`src/rtl/camera_emulator_pkg.sv`:
```
// Shared types and constants for the camera emulator: FSM state encoding,
// Bayer test levels and the minimum blanking length.
package camera_emulator_pkg;

    typedef enum logic [1:0] {
        ST_IDLE   = 2'd0,
        ST_LINE   = 2'd1,
        ST_HBLANK = 2'd2,
        ST_VBLANK = 2'd3
    } state_t;

    localparam logic [11:0] BAYER_R   = 12'h800;
    localparam logic [11:0] BAYER_G   = 12'h400;
    localparam logic [11:0] BAYER_B   = 12'h200;
    localparam int          MIN_BLANK = 1;

endpackage

```
`src/rtl/camera_pattern_gen.sv`:
```
// Combinational test-pattern source: (x + y) ramp by default, or Bayer
// levels by pixel parity when CAMERA_EMULATOR_BAYER_EN is defined.
module camera_pattern_gen
    import camera_emulator_pkg::*;
#(
    parameter int DATA_W = 12,
    parameter int CNT_W  = 12
) (
    input  logic [CNT_W-1:0]  i_x,
    input  logic [CNT_W-1:0]  i_y,
    output logic [DATA_W-1:0] o_data
);

`ifdef CAMERA_EMULATOR_BAYER_EN
    // Only the parity bits select the colour site.
    logic w_unused_bits;
    assign w_unused_bits = ^{i_x[CNT_W-1:1], i_y[CNT_W-1:1]};

    always_comb begin
        o_data = DATA_W'(BAYER_G);
        case ({i_y[0], i_x[0]})
            2'b00:   o_data = DATA_W'(BAYER_G);
            2'b01:   o_data = DATA_W'(BAYER_R);
            2'b10:   o_data = DATA_W'(BAYER_B);
            default: o_data = DATA_W'(BAYER_G);
        endcase
    end
`else
    assign o_data = DATA_W'(i_x) + DATA_W'(i_y);
`endif

endmodule

```
`src/rtl/camera_emulator.sv`:
```
// Image-sensor style frame generator with FVAL/LVAL timing and a test pattern.
// Optional macro CAMERA_EMULATOR_BAYER_EN selects Bayer data instead of a ramp.
module camera_emulator
    import camera_emulator_pkg::*;
#(
    parameter int DATA_W = 12,
    parameter int CNT_W  = 12
) (
    input  logic              clock,
    input  logic              reset,
    input  logic              in_start,
    input  logic              in_continuous,
    input  logic [CNT_W-1:0]  in_width,
    input  logic [CNT_W-1:0]  in_height,
    input  logic [CNT_W-1:0]  in_hblank,
    input  logic [CNT_W-1:0]  in_vblank,
    output logic              out_frame_valid,
    output logic              out_line_valid,
    output logic [DATA_W-1:0] out_data,
    output logic              out_busy,
    output logic              out_frame_done
);

    // state     | meaning
    // IDLE      | waiting for in_start with a non-empty frame size
    // LINE      | streaming one pixel per cycle, FVAL=1 LVAL=1
    // HBLANK    | gap between lines, FVAL=1 LVAL=0
    // VBLANK    | gap after the last line, FVAL=0; frame_done in its last cycle

    state_t             r_state;
    logic [CNT_W-1:0]   r_x;
    logic [CNT_W-1:0]   r_y;
    logic [CNT_W-1:0]   r_cnt;
    logic [CNT_W-1:0]   r_width;
    logic [CNT_W-1:0]   r_height;
    logic [CNT_W-1:0]   r_hblank;
    logic [CNT_W-1:0]   r_vblank;
    logic               r_cont;

    logic               r_fval;
    logic               r_lval;
    logic [DATA_W-1:0]  r_data;
    logic               r_busy;
    logic               r_done;

    state_t             w_next_state;
    logic [CNT_W-1:0]   w_next_x;
    logic [CNT_W-1:0]   w_next_y;
    logic [CNT_W-1:0]   w_next_cnt;
    logic               w_latch;
    logic               w_cfg_ok;
    logic [CNT_W-1:0]   w_hb_len;
    logic [CNT_W-1:0]   w_vb_len;
    logic [DATA_W-1:0]  w_pix;

    assign w_cfg_ok = (in_width != '0) && (in_height != '0);

    // Blanking down-counters load length-1 and terminate at zero; a zero
    // programmed gap still costs one cycle.
    assign w_hb_len = (r_hblank < CNT_W'(MIN_BLANK)) ? CNT_W'(MIN_BLANK - 1)
                                                     : r_hblank - CNT_W'(1);
    assign w_vb_len = (r_vblank < CNT_W'(MIN_BLANK)) ? CNT_W'(MIN_BLANK - 1)
                                                     : r_vblank - CNT_W'(1);

    always_comb begin
        w_next_state = r_state;
        w_next_x     = r_x;
        w_next_y     = r_y;
        w_next_cnt   = r_cnt;
        w_latch      = 1'b0;
        case (r_state)
            ST_IDLE: begin
                if (in_start && w_cfg_ok) begin
                    w_next_state = ST_LINE;
                    w_next_x     = '0;
                    w_next_y     = '0;
                    w_latch      = 1'b1;
                end
            end
            ST_LINE: begin
                if (r_x == r_width - CNT_W'(1)) begin
                    if (r_y == r_height - CNT_W'(1)) begin
                        w_next_state = ST_VBLANK;
                        w_next_cnt   = w_vb_len;
                    end else begin
                        w_next_state = ST_HBLANK;
                        w_next_cnt   = w_hb_len;
                    end
                end else begin
                    w_next_x = r_x + CNT_W'(1);
                end
            end
            ST_HBLANK: begin
                if (r_cnt == '0) begin
                    w_next_state = ST_LINE;
                    w_next_x     = '0;
                    w_next_y     = r_y + CNT_W'(1);
                end else begin
                    w_next_cnt = r_cnt - CNT_W'(1);
                end
            end
            ST_VBLANK: begin
                if (r_cnt == '0) begin
                    w_next_x = '0;
                    w_next_y = '0;
                    // Free-run needs both the latched mode and the live enable,
                    // so clearing in_continuous stops after the current frame.
                    if (r_cont && in_continuous && w_cfg_ok) begin
                        w_next_state = ST_LINE;
                        w_latch      = 1'b1;
                    end else begin
                        w_next_state = ST_IDLE;
                    end
                end else begin
                    w_next_cnt = r_cnt - CNT_W'(1);
                end
            end
            default: begin
                w_next_state = ST_IDLE;
                w_next_x     = '0;
                w_next_y     = '0;
            end
        endcase
    end

    camera_pattern_gen #(
        .DATA_W (DATA_W),
        .CNT_W  (CNT_W)
    ) u_pattern (
        .i_x    (w_next_x),
        .i_y    (w_next_y),
        .o_data (w_pix)
    );

    // Outputs are registered from next-state values so they line up with the
    // state and coordinates held in the same cycle.
    always_ff @(posedge clock) begin
        if (reset) begin
            r_state  <= ST_IDLE;
            r_x      <= '0;
            r_y      <= '0;
            r_cnt    <= '0;
            r_width  <= '0;
            r_height <= '0;
            r_hblank <= '0;
            r_vblank <= '0;
            r_cont   <= 1'b0;
            r_fval   <= 1'b0;
            r_lval   <= 1'b0;
            r_data   <= '0;
            r_busy   <= 1'b0;
            r_done   <= 1'b0;
        end else begin
            r_state <= w_next_state;
            r_x     <= w_next_x;
            r_y     <= w_next_y;
            r_cnt   <= w_next_cnt;
            if (w_latch) begin
                r_width  <= in_width;
                r_height <= in_height;
                r_hblank <= in_hblank;
                r_vblank <= in_vblank;
                r_cont   <= in_continuous;
            end
            r_fval <= (w_next_state == ST_LINE) || (w_next_state == ST_HBLANK);
            r_lval <= (w_next_state == ST_LINE);
            r_data <= (w_next_state == ST_LINE) ? w_pix : '0;
            r_busy <= (w_next_state != ST_IDLE);
            r_done <= (w_next_state == ST_VBLANK) && (w_next_cnt == '0);
        end
    end

    assign out_frame_valid = r_fval;
    assign out_line_valid  = r_lval;
    assign out_data        = r_data;
    assign out_busy        = r_busy;
    assign out_frame_done  = r_done;

endmodule

```
`config.mk`:
```
export PLATFORM = sky130hd
export DESIGN_NAME = camera_emulator
export DESIGN_NICKNAME = d
export VERILOG_FILES = /design/src/rtl/camera_emulator_pkg.sv /design/src/rtl/camera_pattern_gen.sv /design/src/rtl/camera_emulator.sv
export SDC_FILE = /design/constraint.sdc
export NUM_CORES = 1
export LEC_CHECK = 0
export BUFFER_PORTS_ARGS = -buffer_cell sky130_fd_sc_hd__buf_4
export CORE_MARGIN = 1
export CORE_UTILIZATION = 45
export CTS_BUF_LIST = sky130_fd_sc_hd__clkbuf_8
export DETAILED_ROUTE_END_ITERATION = 10
export SETUP_SLACK_MARGIN = 0.1
export SYNTH_ARGS = -nofsm -noshare
export SYNTH_HDL_FRONTEND = slang
export SYNTH_SLANG_ARGS = --single-unit
export TNS_END_PERCENT = 30
```
`constraint.sdc`:
```
create_clock -name clock -period 9 [get_ports clock]
set_input_delay 0 -clock clock [delete_from_list [all_inputs] [get_ports clock]]
set_output_delay 0 -clock clock [all_outputs]
set_load 0.005 [all_outputs]
```
==> impl_results.md, run 1 <==
* Status: finished clean
* Register area share after synthesis at 31.75%
* Reg2Reg Depth at 21
* Slew Viols, Final at 0
* Post-CTS Setup Inserts at 0
* Routed len/inst at 16.50 µm
* RSZ-0062 raised after global routing: no
* Filler cell count at 1372
* PortBufs at 67
* Critical Path End Type: flip-flop
* Reg2reg start: r_cnt[0]
* Die width at 122.1 µm
* Grt ovf at 0
* Finished Core Util at 55.72%
* Avg Synthesized Cell Area at 7.483 µm²
* Cell mode on critical path: o21ai_0
* Setup TNS at 0 ps
* CTS Buf Count at 9
* Post-synthesis cell type count at 75
* Pwr dens at 148.9 nW/µm²
* Worst skew pair latency at ~390 ps
* Ys flop type: dfxtp_1
* Top delay family on crit path: compound AO/OA/AOI/OAI gates
* Clk pin slew, worst setup/hold paths at 110 ps
* Layout cell share with drive strength beyond 1 at a little under an eighth
* Minimum clock period at 5095 ps
* Crit path cell chain: inv_1 > ha_1 > or3b_2 > nor3_2 > inv_1 > a21oi_1 > or2_2 > a21oi_1 > o21ai_0 > o31ai_1 > ha_1 > nor2b_1 > o21ai_0 > a21boi_0 > o21ai_0 > nand2b_1 > a21o_1 > a21o_1 > a31oi_1 > xor2_1 > nor2_1
* CP Launch Type: flip-flop
* ANT cells at 0
* Via/cell ratio at 5.770
* Htree depth at 3
* Peak VDD IR at about 76 µV
* Crit path largest cell delay at 540 ps
* Worst slew pin tran at about 900 ps
* Vias at 6601
* Hold_buf cts at 50
* P_sw at 0.4064 mW
* Die ar. at 14920 µm²
* Syn_nets at 947
* CP max stage cell: nor3_2
* Cell-internal power at about 0.75 mW
* Num rows at 43
* Die height at 122.1 µm
* Synth top area cells: dfxtp_1 32%, nand2_1 8.9%, a21oi_1 6.3%
* DP HPWL at 13.87 mm
* # resized after CTS at 0
* # IOs at 68
* TritonCTS clock tree: yes
* Worst-case clock buffer depth at 2
* Hold wc startpoint: in_start
* WP buf/inv at 2
* Seq cells post-synth at 103
* Sequential Power Share at 44.1%
* Pre-CTS setup slack at 3982 ps
* Vias in the first global route at 6353
* Crit-path max FO at 14
* Crit Path Class: flip-flop to flip-flop
* Clock Sinks at 103
* DRT Wirelength at 18.88 mm
* Worst Path Arrival at 5370 ps
* Power share of the clock group at 26.7%
* Final setup vio count at 0
* # nets final at just over 1000
* Synth top area share at 31.75%
* Crit path from: r_cnt[0]
* First-pass GRT wire length at about 30 mm
* Residual DRC at 0
* Clock root buffer master: clkbuf_8
* Area added between synthesis and finish at 20.00%
* DRT Pass-1 Iters at 5
* Final worst path period share at between 50 and 60%
* Crit path required time at 9270 ps
* Overall Global Routing Usage at about a quarter
* Final GP Congestion at 0.9259
* Initial Utilization at 46.43%
* Post-synth EDFFs at 0
* Antenna violations before repair at 0
* Logic pwr share at 29.2%
* Layout Skew at around 12 ps
* Antenna viol nets, final at 0
* FFs w/ async S/R, synth at 0%
* Worst Slack Setup Final at 3905 ps
* Yosys warns at 0
* Leak at 3.158 nW
* Worst rel slew slack at 39.90%
* Worst hold path class: input port to flip-flop
* Hold depth at 6
* Synth Instances at a little under 900
* Peak Freq at 196.3 MHz
* Post-synth top area cell: dfxtp_1
* Sw Ratio at between 30% and 40%
* Post-DP Area at 7091 µm²
* Hold Vio Cnt, Final at 0
* Initial DRC count at 377
* Largest net degree at the start of global routing at 72
* Synth cell count leaders: 154 x nand2_1, 103 x dfxtp_1, 82 x a21oi_1
* Core area at approximately 14000 µm²
* Cell with the most instances after synthesis: nand2_1
* Crit. path cell count at 21
* Tot Pwr at 1.161 mW
* Final Cell Area at 7794 µm²
* Synthesized area at 6495 µm²
* Max-Cap Viols at 0
tightest hold or removal path: stages:
cell and delay (ps):
buf_4 130, nand2_1 140, o21ai_0 130, a21oi_1 130, a21oi_1 100, nor2_1 90
metrics by stage:
stage	std cells	hold WS, ps
after detailed placement	1078	255.5
final	1144	353.5
after global placement	1078	246.5
after CTS	1144	315.6
after floorplan	868	136.0
after global routing	1144	405.8
state kept, by name (all words and copies together), names as in the netlist, 2 cells and up:
| register | cells |
|---|---|
| r_vblank | 12 |
| r_state | 2 |
| r_height | 12 |
| out_data | 12 |
| r_y | 12 |
| r_width | 12 |
| r_x | 12 |
| r_cnt | 12 |
| r_hblank | 12 |
power by group through the flow:
stage / Sequential, mW / Combinational (mW) / Clock (mW)
6_report: 0.512 / 0.339 / 0.310
5_1_grt: 0.516 / 0.380 / 0.337
4_1_cts: 0.512 / 0.338 / 0.320
3_5_place_dp: 0.523 / 0.319 / 0
3_3_place_gp: 0.521 / 0.314 / 0
2_1_floorplan: 0.512 / 0.238 / 0
kinds of logic after synthesis:
logic type	share of synthesized area (%)
adder cells (fa/ha/maj)	5.317
AO/OA/AOI/OAI	20.19
multiplexers	1.560
buffers and inverters	4.431
XOR/XNOR	6.954
AND/OR/NAND/NOR	29.80
flip-flops	31.75
cells in the final DEF (no fill, tap or decap), types with 4 or more instances in the layout:
master	count
a211oi_1	6
nand2_1	154
nand3_1	24
a31oi_1	10
a21o_1	6
and2_1	4
xnor2_1	26
clkbuf_8	9
nand4_1	9
a22oi_1	7
a21oi_1	82
or2_2	7
o21ai_0	41
nor2b_1	29
nor4_1	15
dfxtp_1	103
nand2b_1	7
xor2_1	23
dlygate4sd3_1	50
nor3_1	33
and3_1	9
or3_1	4
inv_1	32
ha_1	26
nor2_1	75
o31a_1	7
mux2i_1	9
or4_1	5
buf_4	70
a41oi_1	4
final timing paths:
kind,slack [ps],end
worst max register to register,3900,out_data[10]
worst max-delay path,3900,out_data[10]
worst min-delay path,350,r_x[1]
worst min register to register,470,r_cont
area by class of cell:
| class | instances | area, µm² | share of cell area [%] |
|---|---|---|---|
| clock inverters | 7 | 78.83 | 1.011 |
| repair buffers | 120 | 1026 | 13.16 |
| inverters | 32 | 120.1 | 1.541 |
| clock buffers | 9 | 123.9 | 1.589 |
| multi-input cells | 693 | 4158 | 53.35 |
| well taps | 180 | 225.2 | 2.890 |
| flip-flops and latches | 103 | 2062 | 26.46 |
metal layers:
layer / wire length [µm] / track usage (%) / share of wire (%)
met2: 9388 / 46.61 / 50
met4: 867 / 15.40 / 4.6
met5: 0 / 0 / 0
met1: 7964 / 30.52 / 42
met3: 659 / 2.856 / 3.5
Note: power is estimated with default switching activity, not from simulation.
==> run 2, diff against run 1 <==
--- a/config.mk
+++ b/config.mk
@@ -5,11 +5,13 @@
 export SDC_FILE = /design/constraint.sdc
 export NUM_CORES = 1
 export LEC_CHECK = 0
+export ABC_AREA = 1
 export BUFFER_PORTS_ARGS = -buffer_cell sky130_fd_sc_hd__buf_4
 export CORE_MARGIN = 1
 export CORE_UTILIZATION = 45
 export CTS_BUF_LIST = sky130_fd_sc_hd__clkbuf_8
 export DETAILED_ROUTE_END_ITERATION = 10
+export PLACE_DENSITY = 0.66
 export SETUP_SLACK_MARGIN = 0.1
 export SYNTH_ARGS = -nofsm -noshare
 export SYNTH_HDL_FRONTEND = slang
==> constraint.sdc (replaced) <==
create_clock -name clock -period 4.3 [get_ports clock]
set_input_delay 0 -clock clock [delete_from_list [all_inputs] [get_ports clock]]
set_output_delay 0 -clock clock [all_outputs]
set_load 0.005 [all_outputs]
==> run 2 against run 1 <==
Effect of this change: total power is 150% higher; die area is 13% higher; wire length is 8.8% higher; clock power is 110% higher; non-clock buffer count is 12 higher; synthesized area is 13% higher; sequential share of layout area is 3.1 points lower; cell count is 31% higher.
==> impl_results.md, run 2 <==
* Status: finished clean
* Sw Ratio at about two fifths
* DRT Pass-1 Iters at 4
* Worst slew pin tran at 809.6 ps
* CP max stage cell: dfxtp_1
* Post-synth top area cell: dfxtp_1
* Filler cell count at 1652
* Die height at 129.7 µm
* ANT cells at 0
* Synth cell count leaders: 240 x nand2_1, 145 x inv_1, 134 x nor2_1
* CP Launch Type: flip-flop
* Residual DRC at 0
* Yosys warns at 0
* Overall Global Routing Usage at 25.70%
* Htree depth at 3
* Largest net degree at the start of global routing at 60
* Clock root buffer master: clkbuf_8
* DRT Wirelength at between 20 and 25 mm
* Hold Vio Cnt, Final at 0
* Leak at 4.041 nW
* # IOs at 68
* Hold depth at 5
* Vias at 7774
* Hold EP: r_state[0]
* TritonCTS clock tree: yes
* Antenna violations before repair at 0
* Die ar. at approximately 17000 µm²
* Syn_nets at approximately 1300
* Crit path largest cell delay at 350 ps
* Most frequent cells in the layout: 239 x nand2_1, 147 x inv_1, 133 x nor2_1
* Layout cell share with drive strength beyond 1 at 11.48%
* Antenna viol nets, final at 0
* Register area share after synthesis at 28.09%
* Core area at 15890 µm²
* Hold wc startpoint: in_start
* Avg Synthesized Cell Area at roughly 6.3 µm²
* Reg2Reg Depth at 26
* # nets final at about 1400
* DP HPWL at 15.51 mm
* Post-synthesis cell type count at between 50 and 60
* PortBufs at 67
* Grt ovf at 0
* Minimum clock period at around 4000 ps
* Peak VDD IR at 207.3 µV
* Area added between synthesis and finish at 20.06%
* Synth top area share at 28.09%
* Clk pin slew, worst setup/hold paths at 100 ps
* Critical Path End Type: flip-flop
* Clock Sinks at 103
* Power share of the clock group at 22.7%
* Logic pwr share at 38.0%
* R2R setup slack at around 380 ps
* Crit path required time at 4590 ps
* Worst-case clock buffer depth at 2
* Worst skew pair latency at 390 ps
* Slew Viols, Final at 0
* Synth Instances at 1171
* Initial DRC count at 421
* FFs w/ async S/R, synth at 0%
* Post-synth EDFFs at 0
* Ys flop type: dfxtp_1
* Crit-path max FO at 8
* Sequential Power Share at around 40%
* Final cell count without fillers at around 1500
* Peak Freq at 255.3 MHz
* Synth top area cells: dfxtp_1 28%, nand2_1 12%, a21oi_1 8.0%
* Commonest non-fill, non-tap cell in the layout: nand2_1
* Setup TNS at 0 ps
* Routed len/inst at 13.72 µm
* Seq cells post-synth at 103
* Multi-input gate area at 4561 µm²
* Worst hold path class: input port to flip-flop
* Worst rel slew slack at 45.61%
* Vias in the first global route at 7367
* Synthesized area at approximately 7300 µm²
* Layout Skew at 8.506 ps
* Final worst path period share at 91.08%
* First-pass GRT wire length at 34.11 mm
* Tot Pwr at 2.867 mW
* Cell with the most instances after synthesis: nand2_1
* Num rows at 46
* Die width at 129.7 µm
* RSZ-0062 raised after global routing: yes
* Via/cell ratio at 5.193
* Initial Utilization at 46.20%
* R2r endpoint: out_data[11]
* Top delay family on crit path: simple AND/OR/NAND/NOR gates
* Inst Count DP at 1431
* Final GP Congestion at 0.8820
* Pwr dens at between 300 and 400 nW/µm²
* CTS Buf Count at 9
* Sequential Area at 2062 µm²
* Cell-internal power at 1.767 mW
* Worst Path Arrival at 4210 ps
* Reg2reg start: r_cnt[0]
* WP buf/inv at 5
* Crit Path Class: flip-flop to flip-flop
* Final setup vio count at 0
* Max-Cap Viols at 0
* Cell mode on critical path: nand2_1
* P_sw at 1.100 mW
## run 2: changes by cell type in the layout (fill, tap and decap cells not counted), moves of 11 or more
cell     change
nand2_1     +85
xnor2_1     -15
nor2_1      +58
inv_1      +115
nor3_1      -12
nand3_1     +69
o21ai_0     +47
nand4_1     +11
buf_4       +11
nor2b_1     -29
a21oi_1     +33
## run 2: layout make-up
| type | count | share of cell area (%) |
|---|---|---|
| Clock buffer | 12 | 1.874 |
| Clock inverter | 4 | 0.5111 |
| Inverter | 157 | 6.687 |
| Multi-Input combinational cell | 873 | 51.75 |
| Sequential cell | 103 | 23.40 |
| Tap cell | 216 | 3.067 |
| Timing Repair Buffer | 132 | 12.71 |
## run 2: what timing repair did
item / 4_1_cts / 5_1_grt
hold buffers: 50 / 0
setup endpoints to repair: 0 / 4
gates resized for setup: 0 / 9
setup buffers: 0 / 0
endpoints found under the hold margin: 53 / 0
## run 2: power by group through the flow
stage	sequential, mW	clock, mW	combinational, mW
floorplan	1.12	0	0.801
global placement	1.15	0	1.03
detailed placement	1.15	0	1.04
CTS	1.13	0.673	1.08
global route	1.14	0.702	1.25
finish	1.13	0.651	1.09
## run 2: metrics by stage
stage	util [%]	hold WS [ps]	cell area [µm²]	setup slack, ps
after floorplan	-	166.7	7340	529.9
after global placement	50.72	261.7	8056	371.9
after detailed placement	50.72	262.8	8056	175.1
after CTS	55.19	115.3	8767	127.0
after global routing	55.47	196.5	8812	75.51
final	55.47	138.6	8812	383.5
## run 2: tightest hold or removal path: cells and delay by family
kind	cells	cell delay, ps
and+or+nand+nor	3	270
AOI/OAI and AO/OA	1	110
buffers and inverters	1	90
## run 2: logic make-up after synthesis
kind of cell             after synthesis  synth area share (%)
flip-flops                           103                 28.09
adder cells (fa/ha/maj)               27                 4.705
AND/OR/NAND/NOR                      569                 35.13
buffers and inverters                195                 10.36
XOR/XNOR                              27                 3.409
AO/OA/AOI/OAI                        250                 18.29
## run 2: worst max path at each step
stage	from	end	slack (ps)	cells after the start
CTS	r_width[0]	out_data[10]	130	26
floorplan	r_width[0]	out_data[10]	530	27
global placement	r_width[0]	out_data[10]	370	26
detailed placement	r_width[0]	out_data[10]	180	26
global route	r_cnt[0]	out_data[10]	80	23
finish	r_cnt[0]	out_data[11]	380	26
## run 2: metal layers
| metal | GRT usage [%] | vias to the layer above | share of wire, % |
|---|---|---|---|
| li1 | - | 4059 | - |
| met1 | 30.14 | 3538 | 45 |
| met2 | 47.12 | 143 | 49 |
| met3 | 3.690 | 34 | 3.2 |
| met4 | 9.850 | 0 | 2.8 |
| met5 | 0 | - | 0 |
